<file path="src/rtl/keypad_pkg.sv">
// Shared types and helpers for the 4x4 keypad scanner: FSM state encoding,
// key-code lookup and column rotation.
package keypad_pkg;

    typedef enum logic [1:0] {
        SCAN             = 2'd0,
        DEBOUNCE_PRESS   = 2'd1,
        HELD             = 2'd2,
        DEBOUNCE_RELEASE = 2'd3
    } scan_state_t;

    function automatic int max3(input int a, input int b, input int c);
        int m;
        m = (a > b) ? a : b;
        return (m > c) ? m : c;
    endfunction

    function automatic logic [3:0] col_rotate(input logic [3:0] col);
        return {col[2:0], col[3]};
    endfunction

    // Rows are one-hot with bit 3 = top row; columns are one-hot with bit 0 = left column.
    function automatic logic [3:0] key_map(input logic [3:0] row_onehot, input logic [3:0] col_onehot);
        logic [3:0] code;
        code = 4'h0;
        case ({row_onehot, col_onehot})
            8'b1000_0001: code = 4'h1;
            8'b1000_0010: code = 4'h2;
            8'b1000_0100: code = 4'h3;
            8'b1000_1000: code = 4'hA;
            8'b0100_0001: code = 4'h4;
            8'b0100_0010: code = 4'h5;
            8'b0100_0100: code = 4'h6;
            8'b0100_1000: code = 4'hB;
            8'b0010_0001: code = 4'h7;
            8'b0010_0010: code = 4'h8;
            8'b0010_0100: code = 4'h9;
            8'b0010_1000: code = 4'hC;
            8'b0001_0001: code = 4'hE;
            8'b0001_0010: code = 4'h0;
            8'b0001_0100: code = 4'hF;
            8'b0001_1000: code = 4'hD;
            default:      code = 4'h0;
        endcase
        return code;
    endfunction

endpackage

</file>
<file path="src/rtl/keypad_sync.sv">
// Two-flop synchroniser for the four asynchronous keypad row lines.
module keypad_sync (
    input  logic       clk,
    input  logic       reset,
    input  logic [3:0] raw,
    output logic [3:0] synced
);

    logic [3:0] meta;

    always_ff @(posedge clk or negedge reset) begin
        if (!reset) begin
            meta   <= 4'b0000;
            synced <= 4'b0000;
        end else begin
            meta   <= raw;
            synced <= meta;
        end
    end

endmodule

</file>
<file path="src/rtl/keypad_scanner.sv">
// 4x4 matrix-keypad scanner with press/release debounce and a one-cycle key strobe.
// Optional auto-repeat while a key is held is built when KEYPAD_AUTOREPEAT_EN is defined.
import keypad_pkg::*;

module keypad_scanner #(
    parameter int SCAN_CYCLES     = 4,
    parameter int DEBOUNCE_CYCLES = 8,
    parameter int REPEAT_CYCLES   = 64
) (
    input  logic       clk,
    input  logic       reset,
    input  logic [3:0] row_sense,
    output logic [3:0] col_drive,
    output logic [3:0] key_value,
    output logic       key_valid,
    output logic       key_held
);

    localparam int CNT_W = $clog2(max3(SCAN_CYCLES, DEBOUNCE_CYCLES, REPEAT_CYCLES) + 1);
    localparam logic [CNT_W-1:0] SCAN_LAST = CNT_W'(SCAN_CYCLES - 1);
    localparam logic [CNT_W-1:0] DEB_LAST  = CNT_W'(DEBOUNCE_CYCLES - 1);

    scan_state_t      state;
    logic [CNT_W-1:0] cnt;
    logic [3:0]       latched_row;
    logic [3:0]       rs;
    logic             row_active;

`ifdef KEYPAD_AUTOREPEAT_EN
    localparam logic [CNT_W-1:0] REP_LAST = CNT_W'(REPEAT_CYCLES - 1);
    logic [CNT_W-1:0] rep_cnt;
`endif

    keypad_sync u_sync (
        .clk    (clk),
        .reset  (reset),
        .raw    (row_sense),
        .synced (rs)
    );

    assign row_active = |(rs & latched_row);

    // One shared counter times both the column dwell and the debounce windows;
    // the column is frozen from detection until the release is confirmed.
    always_ff @(posedge clk or negedge reset) begin
        if (!reset) begin
            state       <= SCAN;
            cnt         <= '0;
            latched_row <= 4'b0000;
            col_drive   <= 4'b0001;
            key_value   <= 4'h0;
            key_valid   <= 1'b0;
            key_held    <= 1'b0;
`ifdef KEYPAD_AUTOREPEAT_EN
            rep_cnt     <= '0;
`endif
        end else begin
            key_valid <= 1'b0;
            case (state)
                SCAN: begin
                    if (cnt == SCAN_LAST) begin
                        cnt <= '0;
                        if ($onehot(rs)) begin
                            latched_row <= rs;
                            state       <= DEBOUNCE_PRESS;
                        end else begin
                            col_drive <= col_rotate(col_drive);
                        end
                    end else begin
                        cnt <= cnt + 1'b1;
                    end
                end
                DEBOUNCE_PRESS: begin
                    if (rs == latched_row) begin
                        if (cnt == DEB_LAST) begin
                            state     <= HELD;
                            cnt       <= '0;
                            key_value <= key_map(latched_row, col_drive);
                            key_valid <= 1'b1;
                            key_held  <= 1'b1;
`ifdef KEYPAD_AUTOREPEAT_EN
                            rep_cnt   <= '0;
`endif
                        end else begin
                            cnt <= cnt + 1'b1;
                        end
                    end else begin
                        state     <= SCAN;
                        cnt       <= '0;
                        col_drive <= col_rotate(col_drive);
                    end
                end
                HELD: begin
                    if (!row_active) begin
                        cnt   <= '0;
                        state <= DEBOUNCE_RELEASE;
                    end
`ifdef KEYPAD_AUTOREPEAT_EN
                    else if (rep_cnt == REP_LAST) begin
                        rep_cnt   <= '0;
                        key_valid <= 1'b1;
                    end else begin
                        rep_cnt <= rep_cnt + 1'b1;
                    end
`endif
                end
                DEBOUNCE_RELEASE: begin
                    if (row_active) begin
                        state <= HELD;
                        cnt   <= '0;
                    end else if (cnt == DEB_LAST) begin
                        state     <= SCAN;
                        cnt       <= '0;
                        col_drive <= col_rotate(col_drive);
                        key_held  <= 1'b0;
                    end else begin
                        cnt <= cnt + 1'b1;
                    end
                end
                default: state <= SCAN;
            endcase
        end
    end

endmodule
</file>
<file path="config.mk">
export PLATFORM = sky130hd
export DESIGN_NAME = keypad_scanner
export DESIGN_NICKNAME = d
export VERILOG_FILES = /design/src/rtl/keypad_pkg.sv /design/src/rtl/keypad_sync.sv /design/src/rtl/keypad_scanner.sv
export SDC_FILE = /design/constraint.sdc
export NUM_CORES = 1
export LEC_CHECK = 0
export CAP_MARGIN = 20
export CORE_MARGIN = 1
export CORE_UTILIZATION = 62
export CTS_CLUSTER_DIAMETER = 200
export DETAILED_ROUTE_END_ITERATION = 12
export PLACE_DENSITY = 0.85
export SLEW_MARGIN = 30
export SYNTH_ARGS = -nofsm -noshare
export SYNTH_HDL_FRONTEND = slang
export SYNTH_SLANG_ARGS = --single-unit
export TNS_END_PERCENT = 30
</file>
<file path="constraint.sdc">
create_clock -name clk -period 6 [get_ports clk]
set_input_delay 0.9 -clock clk [delete_from_list [all_inputs] [get_ports clk]]
set_output_delay 0.9 -clock clk [all_outputs]
set_load 0.005 [all_outputs]
</file>
Word-level counts from Yosys, hierarchy flattened
Cells that the tools add are included.

cells by class
  add/sub/neg operators = 4
  eq/ne operators = 33
  muxes and demuxes = 29
  bitwise logic cells = 1
  reduce and logical (&&, ||, !) cells = 9

operator list
  operator               count
  $pmux W4 S15           1
  $mux W7                5
  $eq A8 B6 Y1 const B   4
  $eq A8 B7 Y1 const B   4
  $eq A8 B8 Y1 const B   4
  $pmux W7 S4            1
  $eq A8 B5 Y1 const B   3
  $mux W4                5
  $ne A2 B2 Y1 const B   9
  $mux W2                7
  $pmux W4 S3            1
  $reduce_and A5 Y1      2
  $pmux W2 S4            1
  $add A7 B1 Y7 const B  1
  $eq A7 B2 Y1 const B   1
  $eq A7 B3 Y1 const B   1
  $mux W1                7
  $ne A3 B3 Y1 const B   2
  $reduce_and A3 Y1      2
  $reduce_and A6 Y1      1
  $add A1 B1 Y2          2
  $and A4 B4 Y4          1
  $eq A2 B2 Y1 const B   2
  $eq A4 B4 Y1           1
  8 further kinds        8

word-level totals
  flip-flop bits (word level) = 31
  output and inout port bits = 10
  logic and storage cells = 85

Logic depth before layout (Yosys ltp)
  depth in word-level cells = 6
  depth in mapped cells = 9
  depth with buffers taken out = 9

By module
A second synthesis with hierarchy kept.

second synthesis, totals
  cell total of the unflattened synthesis = 184
  area total of the unflattened synthesis = 1825.5 um^2

by module, submodules not included
  module          instances  cells an instance  area an instance (um^2)  seq. area each (um^2)
  keypad_scanner  1          176                1625.3                   576.8
  keypad_sync     1          8                  200.2                    200.2

Worst setup path after synthesis
OpenSTA, ideal clock, no wires.

  path type = register -> register
  from = register u_sync.synced[0]
  to = register latched_row[0]
  library setup time = 0.125 ns
  arrival = 2.442 ns
  data required time = 5.875 ns
  path slack = 3.434 ns
  cell stages (with the launch flop) = 10
  buffers on the path = 0
  period minus slack after synthesis = 2.566 ns
  path through = dfrtp_1 > inv_1 > fa_1 > inv_1 > ha_1 > ha_1 > nor4b_1 > nand3_1 > nor2_1 > mux2_2

between the ends
  word-level cells in the longest chain between the ends = 4

ends and longest elaborated chain
  item                                 line                  text
  start, declared                      keypad_sync.sv:6      output logic [3:0] synced
  start signal, assigned               keypad_sync.sv:17     synced <= meta;
  $add A1 B1 Y2 (not written as such)  keypad_scanner.sv:63  if ($onehot(rs)) begin
  $add A2 B2 Y3 (not written as such)  keypad_scanner.sv:63
  $eq A3 B1 Y1                         keypad_scanner.sv:63
  $reduce_and A3 Y1 (no source line)   n/a
  end signal, assigned                 keypad_scanner.sv:64  latched_row <= rs;
  end, declared                        keypad_scanner.sv:25  logic [3:0] latched_row;

Parallel ways exist; a longest one is shown, timed or not.
A chain may end at the register's enable or synchronous reset.

Worst setup path after layout
  from = register u_sync.synced[0]
  to = register latched_row[3]

between the ends
  word-level cells in the longest chain between the ends = 4

ends and longest elaborated chain
  item                                 line
  $add A1 B1 Y2 (not written as such)  keypad_scanner.sv:63
  $add A2 B2 Y3 (not written as such)  keypad_scanner.sv:63
  $eq A3 B1 Y1                         keypad_scanner.sv:63
  $reduce_and A3 Y1 (no source line)   n/a

No other way between the ends.

==> reports/metrics.csv <==
stage,metric,value,unit
worst_setup_path,WS Path Type,flop to flop,
die,chip height,57.3,um
sta,max_slew headroom,0.524,
clock_network,Post CTS Setup Buffer Count,0,
clock_network,CTS Sinks,31,
sta,final period utilization,0.470,
worst_setup_path,WP data arrival,3.04,ns
power,Gate power share,0.375,
yosys,top-count cell post-synth,dfrtp_1,
sta,Final TNS setup,0,ns
placed_design,Cells after DPL,219,
yosys,syn_nets,198,
global_routing,first-pass GRT wire length,6.72,mm
die,IO Count,16,
yosys,Yosys cell types,57,
clock_network,"Hold-fix buffers, CTS",0,
placed_design,Buffers on Ports,15,
routing,WL/cell,16.6,um
final_layout,layout cells sized above 1,0.133,
power,Sequential Power Share,0.412,
global_routing,antenna violations before repair,0,
yosys,sequential share of the synthesized area,0.410,
status,outcome,"complete, but fails checks",
yosys,Synth Cell Area,1900,sq um
final_layout,"Area growth, synth to finish",10.8,%
global_routing,largest net degree at the start of global routing,32,
die,Core Region,2830,sq um
worst_setup_path,crit-path cells,inv_1 > fa_1 > inv_1 > ha_1 > ha_1 > nor4b_1 > nand3_1 > nor2_1 > mux2_2,
yosys,commonest cells in the netlist,"dfrtp_1, a21oi_1, nor2_1, inv_1",
global_routing,GRT Overall Usage,0.272,
clock_network,CTS resizes,0,
routing,Vias/cell,6.53,
placed_design,placed cell area,2010,sq um
routing,first drt pass iteration count,8,
die,row cnt,19,
power,total chip power,0.801,mW
yosys,"top cells by area, synth","dfrtp_1, ha_1, a21oi_1",
yosys,Yosys reg bits,31,
placed_design,DP HPWL,2.64,mm
sta,Worst-Margin Slew,0.696,ns
hold_path,worst min path class,flop to flop,
routing,initial DRC count,71,
power,Lkg Pwr,0.875,nW
sta,min cycle time layout,2.82,ns
global_routing,vias in the first global route,1482,
yosys,"Primary FF master, synth",dfrtp_1,
die,DIE AREA,3280,sq um
sta,Final Hold Fails,0,
clock_network,clk_lat worst skew,0.34,ns
die,Initial Util,0.670,
power,Sw Share,0.387,
yosys,number of synthesized flops with an enable pin,0,
yosys,yosys warns,0,
die,die width,57.3,um
routing,drt total wl,3.77,mm
power,sw power,0.310,mW
power,Clk network pwr share,0.213,
worst_setup_path,Critical Path End Type,flop,
clock_network,CTS tree,yes,
final_layout,design area,2100,sq um
worst_setup_path,worst-path fanout max,4,
worst_setup_path,Worst Setup Start Kind,flop,
worst_setup_path,CP max stage cell,fa_1,
routing,post-route ant nets,0,
power,VDD IR max,0.261,mV
final_layout,Non-Filler Instances,227,
sta,final setup vio count,0,
clock_network,H-tree lvl count,2,
final_layout,Ant. Diodes,0,
power,P per Cell Area,381,nW/um^2
final_layout,Nets,209,
sta,top achievable clock speed,0.355,GHz
routing,DR vias,1483,
clock_network,CTS Buf Count,5,
yosys,Synth Instances,184,
placed_design,RePlAce Congestion,0.844,
sta,clock skew,0.0123,ns
sta,unrepaired setup endpoints after global routing,no,
final_layout,Fillers,196,
clock_network,root buf cell,clkbuf_4,
yosys,Yosys top cell by area,dfrtp_1,
yosys,top-area cell type share of the netlist area,0.396,
yosys,syn_area_per_cell,10.3,sq um
clock_network,Max Root-Sink Buffers,2,
worst_setup_path,data required time of the worst path,6.22,ns
sta,max-slew violations,0,
power,Cell Int Power,0.491,mW
global_routing,total grt overflow,0,
routing,Remaining DRCs,1,
worst_setup_path,CP max stage delay,0.53,ns
clock_network,clk slew on worst S/H paths,0.09,ns
flow_run,max cap viols,0,
yosys,Async SR Flop Fraction,1.00,
status,failing checks,DRC,
-- sequential cells by signal, indices dropped and copies added (netlist names) --
register,flops
key_held,1
u_sync.meta,4
latched_row,4
key_valid,1
col_drive,4
cnt,7
u_sync.synced,4
key_value,4
state,2
-- metal layers --
metal  up-vias  GRT usage  part of all wire
met2        50      0.442              0.48
met5         -          0                 0
met4         0      0.132             0.021
met3        12     0.0703             0.060
met1       714      0.340              0.44
li1        707          -                 -
-- cells in the final DEF, fill, tap and decap left out, types with 2 or more instances in the layout --
master	count
a31oi_1	4
nand2b_1	6
o2111ai_1	2
a211oi_1	2
nand2_1	2
nor4b_1	3
nor3b_1	2
a21oi_1	12
nor2_1	10
buf_4	2
xor2_1	5
nor3_1	7
clkdlybuf4s50_1	15
nand3_1	3
o21ai_1	2
o22ai_1	5
o211ai_1	4
dfrtp_1	30
inv_1	9
xnor2_1	5
ha_1	7
nor4_1	4
nor2b_1	4
clkbuf_4	5
or3b_2	2
mux2_2	4
o21ai_0	4
or2_2	2
mux2_1	4
-- power by group through the flow --
stage | clock (mW) | combinational (mW) | sequential [mW]
6_report | 0.171 | 0.300 | 0.330
5_1_grt | 0.183 | 0.333 | 0.338
4_1_cts | 0.176 | 0.297 | 0.328
3_5_place_dp | 0 | 0.294 | 0.332
3_3_place_gp | 0 | 0.279 | 0.329
2_1_floorplan | 0 | 0.272 | 0.279
-- logic make-up (layout without fill, tap and decap cells) --
group,Yosys count,after routing,share of synthesized area
AOI/OAI and AO/OA,45,45,0.162
xor gates and xnor gates,10,10,0.0462
adders and majority gates,8,8,0.0568
buffers and inverters,22,34,0.0627
DFF,31,31,0.410
muxes,9,9,0.0528
and+or+nand+nor,59,59,0.210
-- worst paths after layout --
check,startpoint,to,slack (ns),depth (start not counted)
worst max-delay path,u_sync.synced[0],latched_row[3],3.18,9
worst min-delay path,u_sync.meta[2],u_sync.synced[2],0.35,0
worst max register to register,u_sync.synced[0],latched_row[3],3.18,9
worst min register to register,u_sync.meta[2],u_sync.synced[2],0.35,0
max in group asynchronous,reset,col_drive[0],4.74,2
min in group asynchronous,reset,key_valid,0.93,2
-- metrics by stage --
step / setup slack [ns] / utilization / hold WS (ns)
final: 3.18 / 0.743 / 0.347
after global placement: 3.34 / 0.712 / 0.333
after global routing: 3.00 / 0.743 / 0.364
after CTS: 3.18 / 0.743 / 0.350
after floorplan: 3.43 / - / 0.331
after detailed placement: 3.20 / 0.712 / 0.336
-- worst max-delay path: cells and delay by family, from the launching register on --
family	cells	cell delay (ns)
buffers and inverters	2	0.11
DFF	1	0.38
muxes	1	0.38
and+or+nand+nor	3	0.86
adders and majority gates	3	0.97
-- area by class of cell --
| type | count | area, sq um | share of cell area |
|---|---|---|---|
| Clock buffer | 6 | 51.3 | 0.0244 |
| Clock inverter | 2 | 35.0 | 0.0167 |
| Inverter | 9 | 33.8 | 0.0161 |
| Multi-Input combinational cell | 131 | 1000 | 0.476 |
| Sequential cell | 31 | 777 | 0.370 |
| Tap cell | 31 | 38.8 | 0.0185 |
| Timing Repair Buffer | 17 | 165 | 0.0786 |
Note: power is estimated with default switching activity, not from simulation.
